**src/rtl/axi4_dram_arbiter.sv**
```systemverilog
// axi4_dram_arbiter: shares one AXI4 memory port between two masters.
// AR/AW are round-robin arbitrated, W follows AW grant order, and R/B route back by the ID MSB.

module axi4_dram_arb_stage #(
    parameter int PW = 8
) (
    input  logic          clock,
    input  logic          reset,
    input  logic          req0_valid,
    input  logic [PW-1:0] req0_pld,
    input  logic          req1_valid,
    input  logic [PW-1:0] req1_pld,
    input  logic          grant_ok,
    output logic          req0_ready,
    output logic          req1_ready,
    output logic          out_valid,
    input  logic          out_ready,
    output logic [PW-1:0] out_pld,
    output logic          out_src
);

    logic          valid_q, valid_d;
    logic [PW-1:0] pld_q, pld_d;
    logic          last_q, last_d;
    logic          load_en;
    logic          winner;
    logic          win_valid;
    logic          gate;
    logic          take;

    // Pick the winner, drive master readies, and compute the next output register
    always_comb begin
        load_en = !valid_q || out_ready;
        if (req0_valid && req1_valid) begin
            winner = !last_q;
        end else begin
            winner = req1_valid;
        end
        gate       = load_en && grant_ok && !reset;
        req0_ready = gate && !winner;
        req1_ready = gate && winner;
        win_valid  = winner ? req1_valid : req0_valid;
        take       = gate && win_valid;
        valid_d    = valid_q;
        pld_d      = pld_q;
        last_d     = last_q;
        if (load_en) begin
            valid_d = take;
        end
        if (take) begin
            pld_d  = winner ? req1_pld : req0_pld;
            last_d = winner;
        end
        if (reset) begin
            valid_d = 1'b0;
            pld_d   = '0;
            last_d  = 1'b1;
        end
    end

    // Output register and last-grant pointer
    always_ff @(posedge clock) begin
        valid_q <= valid_d;
        pld_q   <= pld_d;
        last_q  <= last_d;
    end

    // The last-grant pointer is also the source of the registered beat
    assign out_valid = valid_q;
    assign out_pld   = pld_q;
    assign out_src   = last_q;

endmodule

module axi4_dram_arbiter #(
    parameter int ADDR_BITS    = 32,
    parameter int DATA_BITS    = 64,
    parameter int ID_BITS      = 4,
    parameter int W_FIFO_DEPTH = 4
) (
    input  logic                   clock,
    input  logic                   reset,

    input  logic                   m0_ar_valid,
    output logic                   m0_ar_ready,
    input  logic [ADDR_BITS-1:0]   m0_ar_addr,
    input  logic [7:0]             m0_ar_len,
    input  logic [2:0]             m0_ar_size,
    input  logic [ID_BITS-1:0]     m0_ar_id,
    input  logic                   m0_aw_valid,
    output logic                   m0_aw_ready,
    input  logic [ADDR_BITS-1:0]   m0_aw_addr,
    input  logic [7:0]             m0_aw_len,
    input  logic [2:0]             m0_aw_size,
    input  logic [ID_BITS-1:0]     m0_aw_id,
    input  logic                   m0_w_valid,
    output logic                   m0_w_ready,
    input  logic [DATA_BITS-1:0]   m0_w_data,
    input  logic [DATA_BITS/8-1:0] m0_w_strb,
    input  logic                   m0_w_last,
    output logic                   m0_r_valid,
    input  logic                   m0_r_ready,
    output logic [ID_BITS-1:0]     m0_r_id,
    output logic [1:0]             m0_r_resp,
    output logic [DATA_BITS-1:0]   m0_r_data,
    output logic                   m0_r_last,
    output logic                   m0_b_valid,
    input  logic                   m0_b_ready,
    output logic [ID_BITS-1:0]     m0_b_id,
    output logic [1:0]             m0_b_resp,

    input  logic                   m1_ar_valid,
    output logic                   m1_ar_ready,
    input  logic [ADDR_BITS-1:0]   m1_ar_addr,
    input  logic [7:0]             m1_ar_len,
    input  logic [2:0]             m1_ar_size,
    input  logic [ID_BITS-1:0]     m1_ar_id,
    input  logic                   m1_aw_valid,
    output logic                   m1_aw_ready,
    input  logic [ADDR_BITS-1:0]   m1_aw_addr,
    input  logic [7:0]             m1_aw_len,
    input  logic [2:0]             m1_aw_size,
    input  logic [ID_BITS-1:0]     m1_aw_id,
    input  logic                   m1_w_valid,
    output logic                   m1_w_ready,
    input  logic [DATA_BITS-1:0]   m1_w_data,
    input  logic [DATA_BITS/8-1:0] m1_w_strb,
    input  logic                   m1_w_last,
    output logic                   m1_r_valid,
    input  logic                   m1_r_ready,
    output logic [ID_BITS-1:0]     m1_r_id,
    output logic [1:0]             m1_r_resp,
    output logic [DATA_BITS-1:0]   m1_r_data,
    output logic                   m1_r_last,
    output logic                   m1_b_valid,
    input  logic                   m1_b_ready,
    output logic [ID_BITS-1:0]     m1_b_id,
    output logic [1:0]             m1_b_resp,

    output logic                   s_ar_valid,
    input  logic                   s_ar_ready,
    output logic [ADDR_BITS-1:0]   s_ar_addr,
    output logic [7:0]             s_ar_len,
    output logic [2:0]             s_ar_size,
    output logic [ID_BITS:0]       s_ar_id,
    output logic [1:0]             s_ar_burst,
    output logic                   s_ar_lock,
    output logic [3:0]             s_ar_cache,
    output logic [2:0]             s_ar_prot,
    output logic [3:0]             s_ar_qos,
    output logic                   s_aw_valid,
    input  logic                   s_aw_ready,
    output logic [ADDR_BITS-1:0]   s_aw_addr,
    output logic [7:0]             s_aw_len,
    output logic [2:0]             s_aw_size,
    output logic [ID_BITS:0]       s_aw_id,
    output logic [1:0]             s_aw_burst,
    output logic                   s_aw_lock,
    output logic [3:0]             s_aw_cache,
    output logic [2:0]             s_aw_prot,
    output logic [3:0]             s_aw_qos,
    output logic                   s_w_valid,
    input  logic                   s_w_ready,
    output logic [DATA_BITS-1:0]   s_w_data,
    output logic [DATA_BITS/8-1:0] s_w_strb,
    output logic                   s_w_last,
    input  logic                   s_r_valid,
    output logic                   s_r_ready,
    input  logic [ID_BITS:0]       s_r_id,
    input  logic [1:0]             s_r_resp,
    input  logic [DATA_BITS-1:0]   s_r_data,
    input  logic                   s_r_last,
    input  logic                   s_b_valid,
    output logic                   s_b_ready,
    input  logic [ID_BITS:0]       s_b_id,
    input  logic [1:0]             s_b_resp
);

    localparam int PW = ADDR_BITS + 8 + 3 + ID_BITS;
    localparam int QW = $clog2(W_FIFO_DEPTH);

    logic [PW-1:0]      ar_pld;
    logic [PW-1:0]      aw_pld;
    logic               ar_src;
    logic               aw_src;
    logic [ID_BITS-1:0] ar_id_lo;
    logic [ID_BITS-1:0] aw_id_lo;

    logic [W_FIFO_DEPTH-1:0] src_q, src_d;
    logic [QW-1:0]           rd_q, rd_d;
    logic [QW-1:0]           wr_q, wr_d;
    logic [QW:0]             cnt_q, cnt_d;
    logic                    fifo_full;
    logic                    fifo_empty;
    logic                    head;
    logic                    w_act;
    logic                    aw_push;
    logic                    aw_push_src;
    logic                    w_pop;

    axi4_dram_arb_stage #(.PW(PW)) u_ar (
        .clock      (clock),
        .reset      (reset),
        .req0_valid (m0_ar_valid),
        .req0_pld   ({m0_ar_addr, m0_ar_len, m0_ar_size, m0_ar_id}),
        .req1_valid (m1_ar_valid),
        .req1_pld   ({m1_ar_addr, m1_ar_len, m1_ar_size, m1_ar_id}),
        .grant_ok   (1'b1),
        .req0_ready (m0_ar_ready),
        .req1_ready (m1_ar_ready),
        .out_valid  (s_ar_valid),
        .out_ready  (s_ar_ready),
        .out_pld    (ar_pld),
        .out_src    (ar_src)
    );

    axi4_dram_arb_stage #(.PW(PW)) u_aw (
        .clock      (clock),
        .reset      (reset),
        .req0_valid (m0_aw_valid),
        .req0_pld   ({m0_aw_addr, m0_aw_len, m0_aw_size, m0_aw_id}),
        .req1_valid (m1_aw_valid),
        .req1_pld   ({m1_aw_addr, m1_aw_len, m1_aw_size, m1_aw_id}),
        .grant_ok   (!fifo_full),
        .req0_ready (m0_aw_ready),
        .req1_ready (m1_aw_ready),
        .out_valid  (s_aw_valid),
        .out_ready  (s_aw_ready),
        .out_pld    (aw_pld),
        .out_src    (aw_src)
    );

    assign {s_ar_addr, s_ar_len, s_ar_size, ar_id_lo} = ar_pld;
    assign {s_aw_addr, s_aw_len, s_aw_size, aw_id_lo} = aw_pld;
    assign s_ar_id    = {ar_src, ar_id_lo};
    assign s_aw_id    = {aw_src, aw_id_lo};
    assign s_ar_burst = 2'b01;
    assign s_ar_lock  = 1'b0;
    assign s_ar_cache = 4'b0;
    assign s_ar_prot  = 3'b0;
    assign s_ar_qos   = 4'b0;
    assign s_aw_burst = 2'b01;
    assign s_aw_lock  = 1'b0;
    assign s_aw_cache = 4'b0;
    assign s_aw_prot  = 3'b0;
    assign s_aw_qos   = 4'b0;

    // Steer W from the master at the head of the grant-order FIFO
    always_comb begin
        fifo_full   = cnt_q == (QW+1)'(W_FIFO_DEPTH);
        fifo_empty  = cnt_q == '0;
        head        = src_q[rd_q];
        w_act       = !fifo_empty && !reset;
        s_w_valid   = w_act && (head ? m1_w_valid : m0_w_valid);
        s_w_data    = head ? m1_w_data : m0_w_data;
        s_w_strb    = head ? m1_w_strb : m0_w_strb;
        s_w_last    = head ? m1_w_last : m0_w_last;
        m0_w_ready  = w_act && !head && s_w_ready;
        m1_w_ready  = w_act && head && s_w_ready;
        w_pop       = s_w_valid && s_w_ready && s_w_last;
        aw_push     = (m0_aw_valid && m0_aw_ready) ||
                      (m1_aw_valid && m1_aw_ready);
        aw_push_src = m1_aw_valid && m1_aw_ready;
    end

    // Next state of the grant-order FIFO; a full FIFO never sees a push
    always_comb begin
        src_d = src_q;
        rd_d  = rd_q;
        wr_d  = wr_q;
        cnt_d = cnt_q;
        if (aw_push) begin
            src_d[wr_q] = aw_push_src;
            wr_d        = wr_q + QW'(1);
        end
        if (w_pop) begin
            rd_d = rd_q + QW'(1);
        end
        if (aw_push && !w_pop) begin
            cnt_d = cnt_q + (QW+1)'(1);
        end else if (!aw_push && w_pop) begin
            cnt_d = cnt_q - (QW+1)'(1);
        end
        if (reset) begin
            src_d = '0;
            rd_d  = '0;
            wr_d  = '0;
            cnt_d = '0;
        end
    end

    // Grant-order FIFO registers
    always_ff @(posedge clock) begin
        src_q <= src_d;
        rd_q  <= rd_d;
        wr_q  <= wr_d;
        cnt_q <= cnt_d;
    end

    // Route R and B back by the ID MSB
    always_comb begin
        m0_r_valid = s_r_valid && !s_r_id[ID_BITS];
        m1_r_valid = s_r_valid && s_r_id[ID_BITS];
        s_r_ready  = s_r_id[ID_BITS] ? m1_r_ready : m0_r_ready;
        m0_r_id    = s_r_id[ID_BITS-1:0];
        m1_r_id    = s_r_id[ID_BITS-1:0];
        m0_r_resp  = s_r_resp;
        m1_r_resp  = s_r_resp;
        m0_r_data  = s_r_data;
        m1_r_data  = s_r_data;
        m0_r_last  = s_r_last;
        m1_r_last  = s_r_last;
        m0_b_valid = s_b_valid && !s_b_id[ID_BITS];
        m1_b_valid = s_b_valid && s_b_id[ID_BITS];
        s_b_ready  = s_b_id[ID_BITS] ? m1_b_ready : m0_b_ready;
        m0_b_id    = s_b_id[ID_BITS-1:0];
        m1_b_id    = s_b_id[ID_BITS-1:0];
        m0_b_resp  = s_b_resp;
        m1_b_resp  = s_b_resp;
    end

endmodule

```
**config.mk**
```make
export PLATFORM = sky130hd
export DESIGN_NAME = axi4_dram_arbiter
export DESIGN_NICKNAME = d
export VERILOG_FILES = /design/src/rtl/axi4_dram_arbiter.sv
export SDC_FILE = /design/constraint.sdc
export NUM_CORES = 1
export LEC_CHECK = 0
export BUFFER_PORTS_ARGS = -buffer_cell sky130_fd_sc_hd__buf_2
export CELL_PAD_IN_SITES_DETAIL_PLACEMENT = 1
export CELL_PAD_IN_SITES_GLOBAL_PLACEMENT = 1
export CORE_AREA = 2 2 311 313
export DETAILED_ROUTE_END_ITERATION = 6
export DIE_AREA = 0 0 313 315
export PLACE_DENSITY = 0.42
export SLEW_MARGIN = 10
export SYNTH_ARGS = -nofsm -noshare
export SYNTH_HDL_FRONTEND = slang
export SYNTH_HIERARCHICAL = 1
export SYNTH_SLANG_ARGS = --single-unit
```
**constraint.sdc**
```tcl
create_clock -name clock -period 4.7 [get_ports clock]
set_input_delay 0.235 -clock clock [delete_from_list [all_inputs] [get_ports clock]]
set_output_delay 0.235 -clock clock [all_outputs]
set_load 0.01 [all_outputs]
```
Yosys cells after proc, flatten, opt, wreduce, memory -nomap -nowiden. Index checks and enable logic that the tools add are counted.

Add/sub/neg operators: 4. Order comparisons: 3. Eq/ne operators: 1. Muxes and demuxes: 19. Reductions and logical operators: 47.

Operators by type and width (count): $mux 47 (2); $mux 64 (1); $logic_and 1x1->1 (28); $logic_not 1->1 (14); $mux 1 (10); $mux 8 (1); $lt 2x3->1 const B (2); $mux 3 (2); $add 2x1->2 const B (2); $bwmux 4 (1); $add 3x1->3 const B (1); $eq 3x3->1 const B (1); $logic_not 3->1 (1); $logic_or 1x1->1 (3); $sub 3x1->3 const B (1); $bmux 1 s2 (1); $demux 1 s2 (1); $ge 2x1->1 const B (1); $reduce_bool 2->1 (1).

Bits in registers: 109. Output and inout bits: 366. Logic and storage cells: 84.

Longest topological paths before layout.
Depth in word-level cells: 11. Gate-level depth with buffers: 14. Depth with buffers taken out: 12.

Modules after synthesis. Netlist, hierarchy kept.

By module, submodules not included: axi4_dram_arb_stage (instances 2, cells an instance 235, area each 2319.7 um^2, seq. area each 980.9 um^2); axi4_dram_arbiter (instances 1, cells an instance 344, area each 3027.9 um^2, seq. area each 220.2 um^2).

Worst setup path after synthesis. OpenSTA, ideal clock, no wires.

Path kind: register to register. From: register u_aw.last_q, in the netlist u_aw/out_src. To: register cnt_q[2]. Arrival: 3.023 ns. Setup slack: 1.607 ns. Stages on the path, launching flop included: 12. Path buffers: 1. Period minus slack after synthesis: 3.093 ns. Cell sequence: dfxtp_1 a21bo_2 buf_2 nor4bb_1 a22oi_1 inv_1 ha_1 inv_1 fa_1 xor2_1 or3_1 a21oi_1.

RTL lines: from (decl) (line 24) `logic last_q, last_d;`; from (signal assigned) (line 65) `last_q <= last_d;`; $logic_not 1->1 * (line 35) `winner = !last_q;`; $mux 1 * (line 34) `if (req0_valid && req1_valid) begin`; $logic_and 1x1->1 * (line 41) `req1_ready = gate && winner;`; net m1_aw_ready (line 119) `output logic m1_aw_ready,`; $logic_and 1x1->1 * (line 262) `(m1_aw_valid && m1_aw_ready);`; $logic_or 1x1->1 * (line 261) `aw_push = (m0_aw_valid && m0_aw_ready) ||`; net aw_push (line 197) `logic aw_push;`; $logic_not 1->1 (line 281) `end else if (!aw_push && w_pop) begin`; $logic_and 1x1->1 (line 281); $reduce_bool 2->1 (no line); to (signal assigned) (line 297) `cnt_q <= cnt_d;`; to (decl) (line 192) `logic [QW:0] cnt_q, cnt_d;`.

Mark *: on every way through the listed nets, which the timed path passes. The rest lies on a longest branch. A chain may end at the register's enable or synchronous reset.

Final worst setup path.
From: register cnt_q[0]. To: register cnt_q[2].

Word-level cells in the longest chain between the ends: 10.

Ends and longest elaborated chain: $eq 3x3->1 * (line 250) `fifo_full = cnt_q == (QW+1)'(W_FIFO_DEPTH);`; $logic_not 1->1 * (line 224) `.grant_ok (!fifo_full),`; $logic_and 1x1->1 * (2 in a row) (line 39) `gate = load_en && grant_ok && !reset;`; $logic_and 1x1->1, on equally long branches (line 40, 41); $logic_and 1x1->1, on equally long branches (line 261, 262); $logic_or 1x1->1 * (line 261); net aw_push (line 197); $logic_not 1->1 (line 281); $logic_and 1x1->1 (line 281); $reduce_bool 2->1 (no line).

Mark *: on every way through the listed nets, which the timed path passes. The rest lies on a longest branch. The select of a mux whose other input is x is not followed.

==> flow_metrics.py <==
metrics = {
    "run": {
        "cap_violations": 0,
    },
    "timing": {
        "finalMaxSlewViolations": 0,
        "max_slew_margin": 0.237,
        "worst_pin_slew_ns": 1.14,
        "rsz0062_at_grt": "false",
        "fin_setup_tns_ns": 0,
        "setup_viol": 0,
        "final.min_clock_period_ns": 3.21,
        "fin_skew_ns": 0.0127,
        "fmax_mhz": 311,
        "post-route-period-util": 0.683,
        "final_hold_viol_count": 0,
    },
    "critical_path": {
        "critPathTopFamily": "simple AND/OR/NAND/NOR gates",
        "ff2ff_path_depth": 11,
        "cp-start-kind": "register",
        "crit_required_ns": 5.05,
        "critical_path_arrival_ns": 3.56,
        "cp.depth": 11,
        "slowest_delay_ns": 0.72,
        "worstPathMaxFanout": 6,
        "crit_chain": "nor2_1 -> nand2_1 -> nor4bb_1 -> a22oi_1 -> inv_1 -> ha_1 -> inv_1 -> fa_1 -> xor2_1 -> or3_1 -> a21oi_1",
        "cp-end-kind": "register",
        "crit_path_top_delay_cell": "nor4bb_1",
        "crit_path_frequent_cell": "inv_1",
        "path_buf_inv": 2,
        "path_class": "register to register",
    },
    "layout": {
        "layout_common_cells": "buf_2, dfxtp_1, a22oi_1, nand2b_1, o32ai_1",
        "multi_input_area_mm2": 0.00378,
        "final_common_cell": "buf_2",
        "final_cell_area_mm2": 0.0107,
        "n_antenna_cell": 0,
        "final_nets": 1584,
        "area_growth_pct": 39.1,
        "drive_gt1_frac": 0.564,
        "fillers": 11500,
        "seqCellArea_mm2": 0.00218,
    },
    "route": {
        "drtIter0Drc": 334,
        "drc_errors": 0,
        "vias": 7680,
        "wl_per_cell_um": 20.9,
        "ant_nets": 0,
        "dr.pass1.iters": 4,
        "viasPerCell": 3.16,
        "routed_wirelength_um": 50800,
    },
    "synthesis": {
        "synth_edf_count": 0,
        "syn-cell-area_mm2": 0.00767,
        "syn-instance-count": 814,
        "synth_warnings": 6,
        "synthArstFlopShare": 0,
        "synth_seq_area_share": 0.285,
        "ys_ff_latch": 109,
        "yosysUniqueCellTypes": 39,
        "syn_avg_cell_area_um2": 9.42,
        "synth_top_flop_cell": "dfxtp_1",
    },
    "clocking": {
        "cts_resized": 0,
        "clock_sinks": 109,
        "cts_root_buffer": "clkbuf_16",
        "clkTransAtPathRegs_ns": 0.09,
        "cts_tree": "built",
        "post_cts.repair.setup_buffers": 0,
        "numCtsBuffers": 9,
        "htreeDepth": 3,
        "clk_latency_ns": 0.42,
        "cts_buffer_depth": 2,
        "postCtsHoldBufs": 0,
    },
    "grt": {
        "grt_overflow_total": 0,
        "grtUsageTotal": 0.0987,
        "grt_pass1_wl_um": 67100,
        "grt_antenna_before_repair": 6,
        "grt_start_max_net_pins": 65,
        "grt_pass1_vias": 8353,
    },
    "pwr": {
        "totalPowerFinal_uw": 3080,
        "vdd_drop_max_mv": 0.193,
        "p_leak_uw": 0.00475,
        "power_density_mw_per_mm2": 288,
    },
    "die": {
        "fp.coreArea_mm2": 0.0957,
        "start_util": 0.0801,
        "dieArea_mm2": 0.0986,
        "dieHeight_um": 315,
        "rows": 114,
        "chipWidth_um": 313,
        "ios": 796,
    },
    "outcome": {
        "status": "completed",
    },
    "worst_hold_path": {
        "holdPathStages": 3,
        "hold_class": "input port to register",
    },
    "placed_design": {
        "routabilityCongestion": 0.840,
        "dpl_cell_area_mm2": 0.0104,
        "numPortBuffers": 536,
        "hpwl_um": 42800,
    },
}
==> flip-flops by register name (all words and copies together), names as in the netlist <==
name / count
u_ar/out_pld: 47
rd_q: 2
src_q: 4
wr_q: 2
u_ar/out_valid: 1
cnt_q: 3
u_aw/out_pld: 47
u_aw/out_src: 1
u_aw/out_valid: 1
u_ar/out_src: 1
==> per-stage QoR <==
stage          hold slack (ns)  cells  setup WS [ns]  utilization
6_report                 0.124   2429           1.49        0.111
5_1_grt                  0.114   2429           1.24        0.111
4_1_cts                 0.0755   2429           1.47        0.111
3_5_place_dp             0.465   2413           1.45        0.108
3_3_place_gp             0.459   2413           1.33        0.108
2_1_floorplan            0.307    845           1.61            -
==> routing by layer <==
layer,global-route usage,wire length (µm),vias to the layer above
met4,0.0467,2100,4
li1,-,-,3449
met2,0.178,25800,550
met1,0.0989,18200,3605
met5,0,27,-
met3,0.0396,4700,72
==> path summary, 6_finish.rpt <==
check	from	to	slack, ns
worst max-delay path	cnt_q[0]$_SDFFE_PP0P_	cnt_q[2]$_SDFFE_PP0P_	1.49
worst min-delay path	s_ar_ready	u_ar/out_valid$_SDFFE_PP0P_	0.12
worst max register to register	cnt_q[0]$_SDFFE_PP0P_	cnt_q[2]$_SDFFE_PP0P_	1.49
worst min register to register	u_aw/out_pld[17]$_SDFFE_PP0P_	u_aw/out_pld[17]$_SDFFE_PP0P_	0.48
==> cell type report <==
| cell class | instances | area share |
|---|---|---|
| Sequential cell | 109 | 0.205 |
| Inverter | 6 | 0.00211 |
| Clock inverter | 6 | 0.00610 |
| Clock buffer | 10 | 0.0224 |
| Tap cell | 1276 | 0.150 |
| Multi-Input combinational cell | 474 | 0.355 |
| Timing Repair Buffer | 548 | 0.260 |
==> cell usage after synthesis (2+ instances only) <==
cell type  count  area [µm²]
a21bo_2        2        20.0
nand2_1        6        22.5
mux2i_1        8        80.1
or2_1          2        12.5
and3b_1        2        17.5
nand3_1        6        30.0
a21oi_1        6        30.0
inv_2          2        7.51
nand2b_1      95         594
a32oi_1        4        35.0
a311oi_1       3        26.3
a22oi_1       95         713
buf_2         23         115
nor3_1         2        10.0
nor4bb_1       2        20.0
ha_1           5        62.6
dfxtp_1      109        2180
buf_6         12         135
conb_1         2        7.51
xor2_1         2        17.5
nand2b_4       2        27.5
mux2_2        60         676
clkbuf_2       2        10.0
nor2b_2        2        17.5
nor2_1        11        41.3
and2_1         5        31.3
o21ai_0        2        10.0
buf_4        194        1460
nand4b_1       2        17.5
mux2_4        15         225
clkbuf_1      25        93.8
inv_1          4        15.0
nor2b_1        3        18.8
o32ai_1       94         823
==> logic make-up (layout without fill, tap and decap cells) <==
family                   Yosys count  count (layout)  synth area share
XOR/XNOR                           3               3           0.00343
flip-flops                       109             109             0.285
buffers and inverters            262             570             0.239
other                              2              33          0.000979
adder cells (fa/ha/maj)            6               6            0.0108
AO/OA/AOI/OAI                    206             206             0.216
multiplexers                      84              84             0.131
AND/OR/NAND/NOR                  142             142             0.114
==> tightest hold or removal path: stages <==
cell and delay, ns:
buf_2 0.08, nand2b_4 0.13, a21oi_1 0.06
==> power by group <==
group          switching [µW]  internal (µW)  total [µW]
Combinational             621            431        1050
Clock                     489            397         886
Sequential               80.7           1060        1140
Total                    1190           1880        3080
Power figures use the tool's default switching activity.
